<file path="src/rtl/sdpb_fifo_pkg.sv">
`default_nettype none
// ============================================================================
// Module   : sdpb_fifo_pkg
// Brief    : Shared sizing constants for the SDPB-backed FWFT FIFO controller.
// Revision : 1.0 - initial release
// ============================================================================
package sdpb_fifo_pkg;

    localparam int AW        = 11;
    localparam int DW        = 16;
    localparam int DEPTH     = 2 ** AW;
    localparam int BUF_DEPTH = 2;
    localparam int AF_LVL    = 1792;

endpackage : sdpb_fifo_pkg
`default_nettype wire

</file>
<file path="src/rtl/sdpb_fifo_ctrl_if.sv">
`default_nettype none
// ============================================================================
// Module   : sdpb_fifo_ctrl_if
// Brief    : Write/read handshake and status bundle of the FIFO controller.
// Revision : 1.0 - initial release
// ============================================================================
interface sdpb_fifo_ctrl_if #(
    parameter int AW = sdpb_fifo_pkg::AW,
    parameter int DW = sdpb_fifo_pkg::DW
);
    logic          clr;
    logic          wr_en;
    logic [DW-1:0] wr_data;
    logic          full;
    logic          almost_full;
    logic          ovf;
    logic          rd_valid;
    logic          rd_ready;
    logic [DW-1:0] rd_data;
    logic [AW:0]   ram_cnt;

    modport master (
        output clr, wr_en, wr_data, rd_ready,
        input  full, almost_full, ovf, rd_valid, rd_data, ram_cnt
    );

    modport slave (
        input  clr, wr_en, wr_data, rd_ready,
        output full, almost_full, ovf, rd_valid, rd_data, ram_cnt
    );

endinterface : sdpb_fifo_ctrl_if
`default_nettype wire

</file>
<file path="src/rtl/sdpb_fifo_ctrl_fwft_out_buf.sv">
`default_nettype none
// ============================================================================
// Module   : fwft_out_buf
// Brief    : Two-entry push/pop skid buffer; entry 0 is always the head.
// Revision : 1.0 - initial release
// ============================================================================
module fwft_out_buf
    import sdpb_fifo_pkg::*;
#(
    parameter int DW = sdpb_fifo_pkg::DW
) (
    input  wire logic          clk,
    input  wire logic          rst_n,
    input  wire logic          i_clr,
    input  wire logic          i_push,
    input  wire logic [DW-1:0] i_data,
    input  wire logic          i_pop,
    output logic               o_valid,
    output logic [DW-1:0]      o_data,
    output logic [1:0]         o_cnt
);

    logic [DW-1:0] r_e0;
    logic [DW-1:0] r_e1;
    logic [1:0]    r_cnt;
    logic          w_pop;

    assign w_pop   = i_pop && (r_cnt != 2'd0);
    assign o_valid = (r_cnt != 2'd0);
    assign o_data  = r_e0;
    assign o_cnt   = r_cnt;

    // Pushes beyond BUF_DEPTH cannot occur: the issuer reserves a slot first.
    always_ff @(posedge clk or negedge rst_n) begin
        if (!rst_n) begin
            r_e0  <= '0;
            r_e1  <= '0;
            r_cnt <= 2'd0;
        end else if (i_clr) begin
            r_e0  <= '0;
            r_e1  <= '0;
            r_cnt <= 2'd0;
        end else begin
            case ({i_push, w_pop})
                2'b10: begin
                    if (r_cnt == 2'd0) r_e0 <= i_data;
                    else               r_e1 <= i_data;
                    r_cnt <= r_cnt + 2'd1;
                end
                2'b01: begin
                    r_e0  <= r_e1;
                    r_cnt <= r_cnt - 2'd1;
                end
                2'b11: begin
                    if (r_cnt == 2'd1) begin
                        r_e0 <= i_data;
                    end else begin
                        r_e0 <= r_e1;
                        r_e1 <= i_data;
                    end
                end
                default: ;
            endcase
        end
    end

endmodule : fwft_out_buf
`default_nettype wire

</file>
<file path="src/rtl/sdpb_fifo_ctrl.sv">
`default_nettype none
// ============================================================================
// Module   : sdpb_fifo_ctrl
// Brief    : FWFT FIFO sequencer for an external 2048x16 SDPB RAM (bypass read).
// Revision : 1.0 - initial release
// ============================================================================
module sdpb_fifo_ctrl
    import sdpb_fifo_pkg::*;
#(
    parameter int AW     = sdpb_fifo_pkg::AW,
    parameter int DW     = sdpb_fifo_pkg::DW,
    parameter int AF_LVL = sdpb_fifo_pkg::AF_LVL
) (
    input  wire logic          clk,
    input  wire logic          rst_n,
    sdpb_fifo_ctrl_if.slave    bus,
    output logic               ram_cea,
    output logic [AW-1:0]      ram_ada,
    output logic [DW-1:0]      ram_din,
    output logic               ram_ceb,
    output logic [AW-1:0]      ram_adb,
    output logic               ram_oce,
    output logic               ram_reset,
    input  wire logic [DW-1:0] ram_dout
);

    localparam logic [AW:0] c_af_lvl  = (AW+1)'(AF_LVL);
    localparam logic [2:0]  c_buf_dep = 3'(BUF_DEPTH);

    logic [AW:0] r_wptr;
    logic [AW:0] r_rptr;
    logic        r_inflight;
    logic        r_ovf;

    logic        w_full;
    logic        w_ram_empty;
    logic        w_accept;
    logic        w_issue;
    logic        w_pop;
    logic        w_push;
    logic        w_rd_valid;
    logic [1:0]  w_buf_cnt;
    logic [2:0]  w_occ;
    logic [AW:0] w_cnt;

    assign w_full      = (r_wptr[AW] != r_rptr[AW]) && (r_wptr[AW-1:0] == r_rptr[AW-1:0]);
    assign w_ram_empty = (r_wptr == r_rptr);
    assign w_cnt       = r_wptr - r_rptr;

    // Enables are gated by rst_n so the RAM sees no traffic while in reset.
    assign w_accept = rst_n && !bus.clr && bus.wr_en && !w_full;
    assign w_pop    = w_rd_valid && bus.rd_ready;
    assign w_occ    = {1'b0, w_buf_cnt} + {2'b00, r_inflight};
    assign w_issue  = rst_n && !bus.clr && !w_ram_empty
                      && ((w_occ - {2'b00, w_pop}) < c_buf_dep);
    assign w_push   = r_inflight && !bus.clr;

    assign ram_cea   = w_accept;
    assign ram_ada   = r_wptr[AW-1:0];
    assign ram_din   = bus.wr_data;
    assign ram_ceb   = w_issue;
    assign ram_adb   = r_rptr[AW-1:0];
    assign ram_oce   = 1'b1;
    assign ram_reset = 1'b0;

    assign bus.full        = w_full;
    assign bus.almost_full = (w_cnt >= c_af_lvl);
    assign bus.ram_cnt     = w_cnt;
    assign bus.ovf         = r_ovf;
    assign bus.rd_valid    = w_rd_valid;

    always_ff @(posedge clk or negedge rst_n) begin
        if (!rst_n) begin
            r_wptr     <= '0;
            r_rptr     <= '0;
            r_inflight <= 1'b0;
            r_ovf      <= 1'b0;
        end else if (bus.clr) begin
            r_wptr     <= '0;
            r_rptr     <= '0;
            r_inflight <= 1'b0;
            r_ovf      <= 1'b0;
        end else begin
            if (w_accept)                 r_wptr <= r_wptr + 1'b1;
            if (w_issue)                  r_rptr <= r_rptr + 1'b1;
            if (bus.wr_en && w_full)      r_ovf  <= 1'b1;
            r_inflight <= w_issue;
        end
    end

    fwft_out_buf #(
        .DW (DW)
    ) u_out_buf (
        .clk     (clk),
        .rst_n   (rst_n),
        .i_clr   (bus.clr),
        .i_push  (w_push),
        .i_data  (ram_dout),
        .i_pop   (w_pop),
        .o_valid (w_rd_valid),
        .o_data  (bus.rd_data),
        .o_cnt   (w_buf_cnt)
    );

endmodule : sdpb_fifo_ctrl
`default_nettype wire

</file>
<file path="src/flat_wrapper.sv">
// flat-port wrapper written by rule: the top's interface ports become plain ports
module sdpb_fifo_ctrl_flat import sdpb_fifo_pkg::*;
#(
    parameter int AW     = sdpb_fifo_pkg::AW,
    parameter int DW     = sdpb_fifo_pkg::DW,
    parameter int AF_LVL = sdpb_fifo_pkg::AF_LVL
)
  (clk, rst_n, ram_cea, ram_ada, ram_din, ram_ceb, ram_adb, ram_oce, ram_reset, ram_dout, bus_clr, bus_wr_en, bus_wr_data, bus_rd_ready, bus_full, bus_almost_full, bus_ovf, bus_rd_valid, bus_rd_data, bus_ram_cnt);
  sdpb_fifo_ctrl_if #(.AW(AW), .DW(DW)) bus_i ();
  input  wire logic clk;
  input  wire logic rst_n;
  output logic ram_cea;
  output logic [AW-1:0] ram_ada;
  output logic [DW-1:0] ram_din;
  output logic ram_ceb;
  output logic [AW-1:0] ram_adb;
  output logic ram_oce;
  output logic ram_reset;
  input  wire logic [DW-1:0] ram_dout;
  input wire logic [$bits(bus_i.clr)-1:0] bus_clr;
  input wire logic [$bits(bus_i.wr_en)-1:0] bus_wr_en;
  input wire logic [$bits(bus_i.wr_data)-1:0] bus_wr_data;
  input wire logic [$bits(bus_i.rd_ready)-1:0] bus_rd_ready;
  output wire logic [$bits(bus_i.full)-1:0] bus_full;
  output wire logic [$bits(bus_i.almost_full)-1:0] bus_almost_full;
  output wire logic [$bits(bus_i.ovf)-1:0] bus_ovf;
  output wire logic [$bits(bus_i.rd_valid)-1:0] bus_rd_valid;
  output wire logic [$bits(bus_i.rd_data)-1:0] bus_rd_data;
  output wire logic [$bits(bus_i.ram_cnt)-1:0] bus_ram_cnt;
  assign bus_i.clr = bus_clr;
  assign bus_i.wr_en = bus_wr_en;
  assign bus_i.wr_data = bus_wr_data;
  assign bus_i.rd_ready = bus_rd_ready;
  assign bus_full = bus_i.full;
  assign bus_almost_full = bus_i.almost_full;
  assign bus_ovf = bus_i.ovf;
  assign bus_rd_valid = bus_i.rd_valid;
  assign bus_rd_data = bus_i.rd_data;
  assign bus_ram_cnt = bus_i.ram_cnt;
  sdpb_fifo_ctrl #(.AW(AW), .DW(DW), .AF_LVL(AF_LVL)) u_core (.clk(clk), .rst_n(rst_n), .bus(bus_i), .ram_cea(ram_cea), .ram_ada(ram_ada), .ram_din(ram_din), .ram_ceb(ram_ceb), .ram_adb(ram_adb), .ram_oce(ram_oce), .ram_reset(ram_reset), .ram_dout(ram_dout));
endmodule
</file>
<file path="config.mk">
export PLATFORM = sky130hd
export DESIGN_NAME = sdpb_fifo_ctrl_flat
export DESIGN_NICKNAME = d
export VERILOG_FILES = /design/src/rtl/sdpb_fifo_pkg.sv /design/src/rtl/sdpb_fifo_ctrl_if.sv /design/src/rtl/sdpb_fifo_ctrl_fwft_out_buf.sv /design/src/rtl/sdpb_fifo_ctrl.sv /design/src/flat_wrapper.sv
export SDC_FILE = /design/constraint.sdc
export NUM_CORES = 1
export LEC_CHECK = 0
export CAP_MARGIN = 10
export CORE_ASPECT_RATIO = 0.75
export CORE_UTILIZATION = 33
export DETAILED_ROUTE_END_ITERATION = 6
export DONT_BUFFER_PORTS = 1
export REMOVE_ABC_BUFFERS = 1
export SLEW_MARGIN = 20
export SYNTH_ARGS = -nofsm -noshare
export SYNTH_HDL_FRONTEND = slang
export SYNTH_SLANG_ARGS = --single-unit
</file>
<file path="constraint.sdc">
create_clock -name clk -period 6.9 [get_ports clk]
set_input_delay 1.38 -clock clk [delete_from_list [all_inputs] [get_ports clk]]
set_output_delay 1.38 -clock clk [all_outputs]
set_load 0.05 [all_outputs]
</file>
==> impl_metrics.tcl <==
set metrics [dict create \
    status "finished with violations" \
    violations "design-rule violations" \
    cp.arrival_ns 3.68 \
    track_usage_pct 14.5 \
    htree_levels 3 \
    final_util_pct 35.8 \
    post_synth_num_cell_types 47 \
    setup-tns-final_ns 0 \
    instances_no_fill 522 \
    worst_slew_pin_slew_ns 1.16 \
    peakVddDrop_mv 0.0926 \
    critPathCaptureType "output pin" \
    drtIter0Drc 131 \
    crit_type "register to output pin" \
    vias 2639 \
    grt_overflow 0 \
    antenna_found_initial 0 \
    clockBufferDepth 2 \
    firstDrtPassIters 6 \
    clkTransAtPathRegs_ns 0.05 \
    io_buffers 0 \
    relSlewSlack_pct 22.3 \
    post_cts_buffers 0 \
    dpl.cell_count 506 \
    grt_pass1_wl_mm 13.3 \
    die_x_um 125 \
    dieArea_mm2 0.0119 \
    num-nets-final 432 \
    rows 33 \
    grt_max_degree 63 \
    maxSlewViolCount 0 \
    avgViaCountPerCell 5.06 \
    synth_warnings 0 \
    drive_gt1_share_pct 9.16 \
    cts-root-buf "clkbuf_16" \
    synth_area_mm2 0.00377 \
    cts_resized 0 \
    core_area_mm2 0.0110 \
    synth-edff-count 0 \
    numCtsBuffers 9 \
    hold_buffers 0 \
    synth-async-reset-ratio_pct 100 \
    min_period_over_period_pct 73.3 \
    antenna_cells_inserted 0 \
    routabilityCongestion 0.800 \
    seq_area_frac_synth_pct 39.8 \
    postRouteWirelength_mm 8.58 \
    start_util_pct 34.2 \
    finalPower_w 0.00119 \
    drc 1 \
    wl_per_cell_um 16.4 \
    cts_tree "done" \
    drtAntennaViolNets 0 \
    rsz0062_at_grt "no" \
    synth-seq-cells 60 \
    clkSinkCount 60 \
    hp-class "register to register" \
    fin_crit_ns 5.06 \
    synthToLayoutAreaGrowth_pct 4.48 \
    die_y_um 94.6 \
    power_density_mw_per_mm2 302 \
    hpwl_mm 6.21 \
    num_io_pins 111 \
    synth_flop_cell "dfrtp_1" \
    finalHoldViolCount 0 \
    worstPathMaxFanout 5 \
    skew_ns 0.00446 \
    setup_viol 0 \
    crit_required_ns 5.52 \
    grt_pass1_vias 2511 \
    max_freq_mhz 198 \
    netlist_instances 414 \
    start_kind "register" \
    cap_violations 0 \
    p_leak_nw 1.75 \
    syn_avg_cell_area_um2 9.12 \
    clk_latency_ns 0.32 \
]
layer usage:
layer | wire length, µm | GRT usage [%]
met1 | 4180 | 20.1
met2 | 3640 | 20.6
met3 | 676 | 5.50
met4 | 90 | 4.37
met5 | 0 | 0
layout by cell type, fill, tap and decap left out, types with 3 or more instances in the layout:
cell and instances:
xnor2_1 18, nor4_1 4, mux2i_1 16, a21oi_1 18, dfrtp_1 60, clkbuf_16 9, nor3_1 4, buf_4 6
xor2_1 10, ha_1 16, inv_1 20, a211oi_1 3, nand4_1 8, nand2b_1 18, o21ai_0 45, a21o_1 3
and3_1 4, nand2_1 52, nor2_1 24, or3_1 4
synthesized netlist by cell type (9+ instances only):
| master | number | share of area [%] |
|---|---|---|
| o21ai_0 | 45 | 6.0 |
| nor2_1 | 24 | 2.4 |
| dfrtp_1 | 60 | 40 |
| xnor2_1 | 18 | 4.2 |
| buf_4 | 40 | 8.0 |
| nand2b_1 | 18 | 3.0 |
| ha_1 | 16 | 5.3 |
| inv_1 | 20 | 2.0 |
| clkbuf_1 | 9 | 0.90 |
| a21oi_1 | 18 | 2.4 |
| nand2_1 | 52 | 5.2 |
| mux2i_1 | 16 | 4.2 |
| xor2_1 | 10 | 2.3 |
where the power goes:
part           switching (W)  total, W  internal, W
logic               0.000171  0.000260    0.0000890
registers           0.000132  0.000524     0.000392
clock network       0.000155  0.000407     0.000252
total               0.000459   0.00119     0.000733
registers in the layout, summed over array words and instances, names as in the netlist:
name,flops
u_core.u_out_buf.o_cnt,2
u_core.r_inflight,1
u_core.u_out_buf.o_data,16
u_core.r_rptr,12
u_core.r_wptr,12
u_core.u_out_buf.r_e1,16
u_core.bus.ovf,1
critical path, cell delays in order (launching register included):
cell	delay, ns
dfrtp_1	0.72
inv_1	0.23
ha_1	0.42
nand4_1	0.28
a21oi_1	0.30
nor2_1	0.12
or4b_1	0.18
nand4_1	0.53
a31o_2	0.58
cell type report:
| class | count | area (µm²) |
|---|---|---|
| clock inverter | 4 | 25.0 |
| multi-input combinational | 280 | 1870 |
| timing repair buffer | 6 | 45.0 |
| tap | 140 | 175 |
| clock buffer | 12 | 246 |
| sequential | 60 | 1500 |
| inverter | 20 | 75.1 |
| fill | 1110 | 7080 |
kinds of logic after synthesis:
family | after synthesis | synth area share [%]
simple gates | 134 | 18.4
compound gates | 80 | 12.3
buf+inv | 74 | 11.5
flops | 60 | 39.8
xor+xnor | 29 | 6.93
fa+ha+maj | 19 | 6.63
mux | 16 | 4.24
other cells | 2 | 0.199
final timing paths:
check	from	end	slack, ns	depth (start not counted)
hold / removal	u_core.u_out_buf.r_e1[15]$_DFFE_PN0P_	u_core.u_out_buf.r_e1[15]$_DFFE_PN0P_	0.48	2
hold reg to reg	u_core.u_out_buf.r_e1[15]$_DFFE_PN0P_	u_core.u_out_buf.r_e1[15]$_DFFE_PN0P_	0.48	2
min in group asynchronous	rst_n	u_core.u_out_buf.o_data[10]$_DFFE_PN0P_	0.76	0
setup reg to reg	u_core.u_out_buf.o_cnt[1]$_DFFE_PN0P_	u_core.r_rptr[11]$_DFFE_PN0P_	2.99	12
max in group asynchronous	rst_n	u_core.r_rptr[4]$_DFFE_PN0P_	6.01	0
setup / recovery	u_core.r_rptr[6]$_DFFE_PN0P_	bus_almost_full	1.84	8
per-stage QoR:
stage	setup slack, ns	hold WS (ns)	area, µm²
floorplan	1.77	0.449	3410
global placement	2.13	0.461	3650
detailed placement	2.09	0.470	3660
CTS	1.85	0.482	3930
global route	1.69	0.499	3940
finish	1.84	0.479	3940
Power figures use the tool's default switching activity.
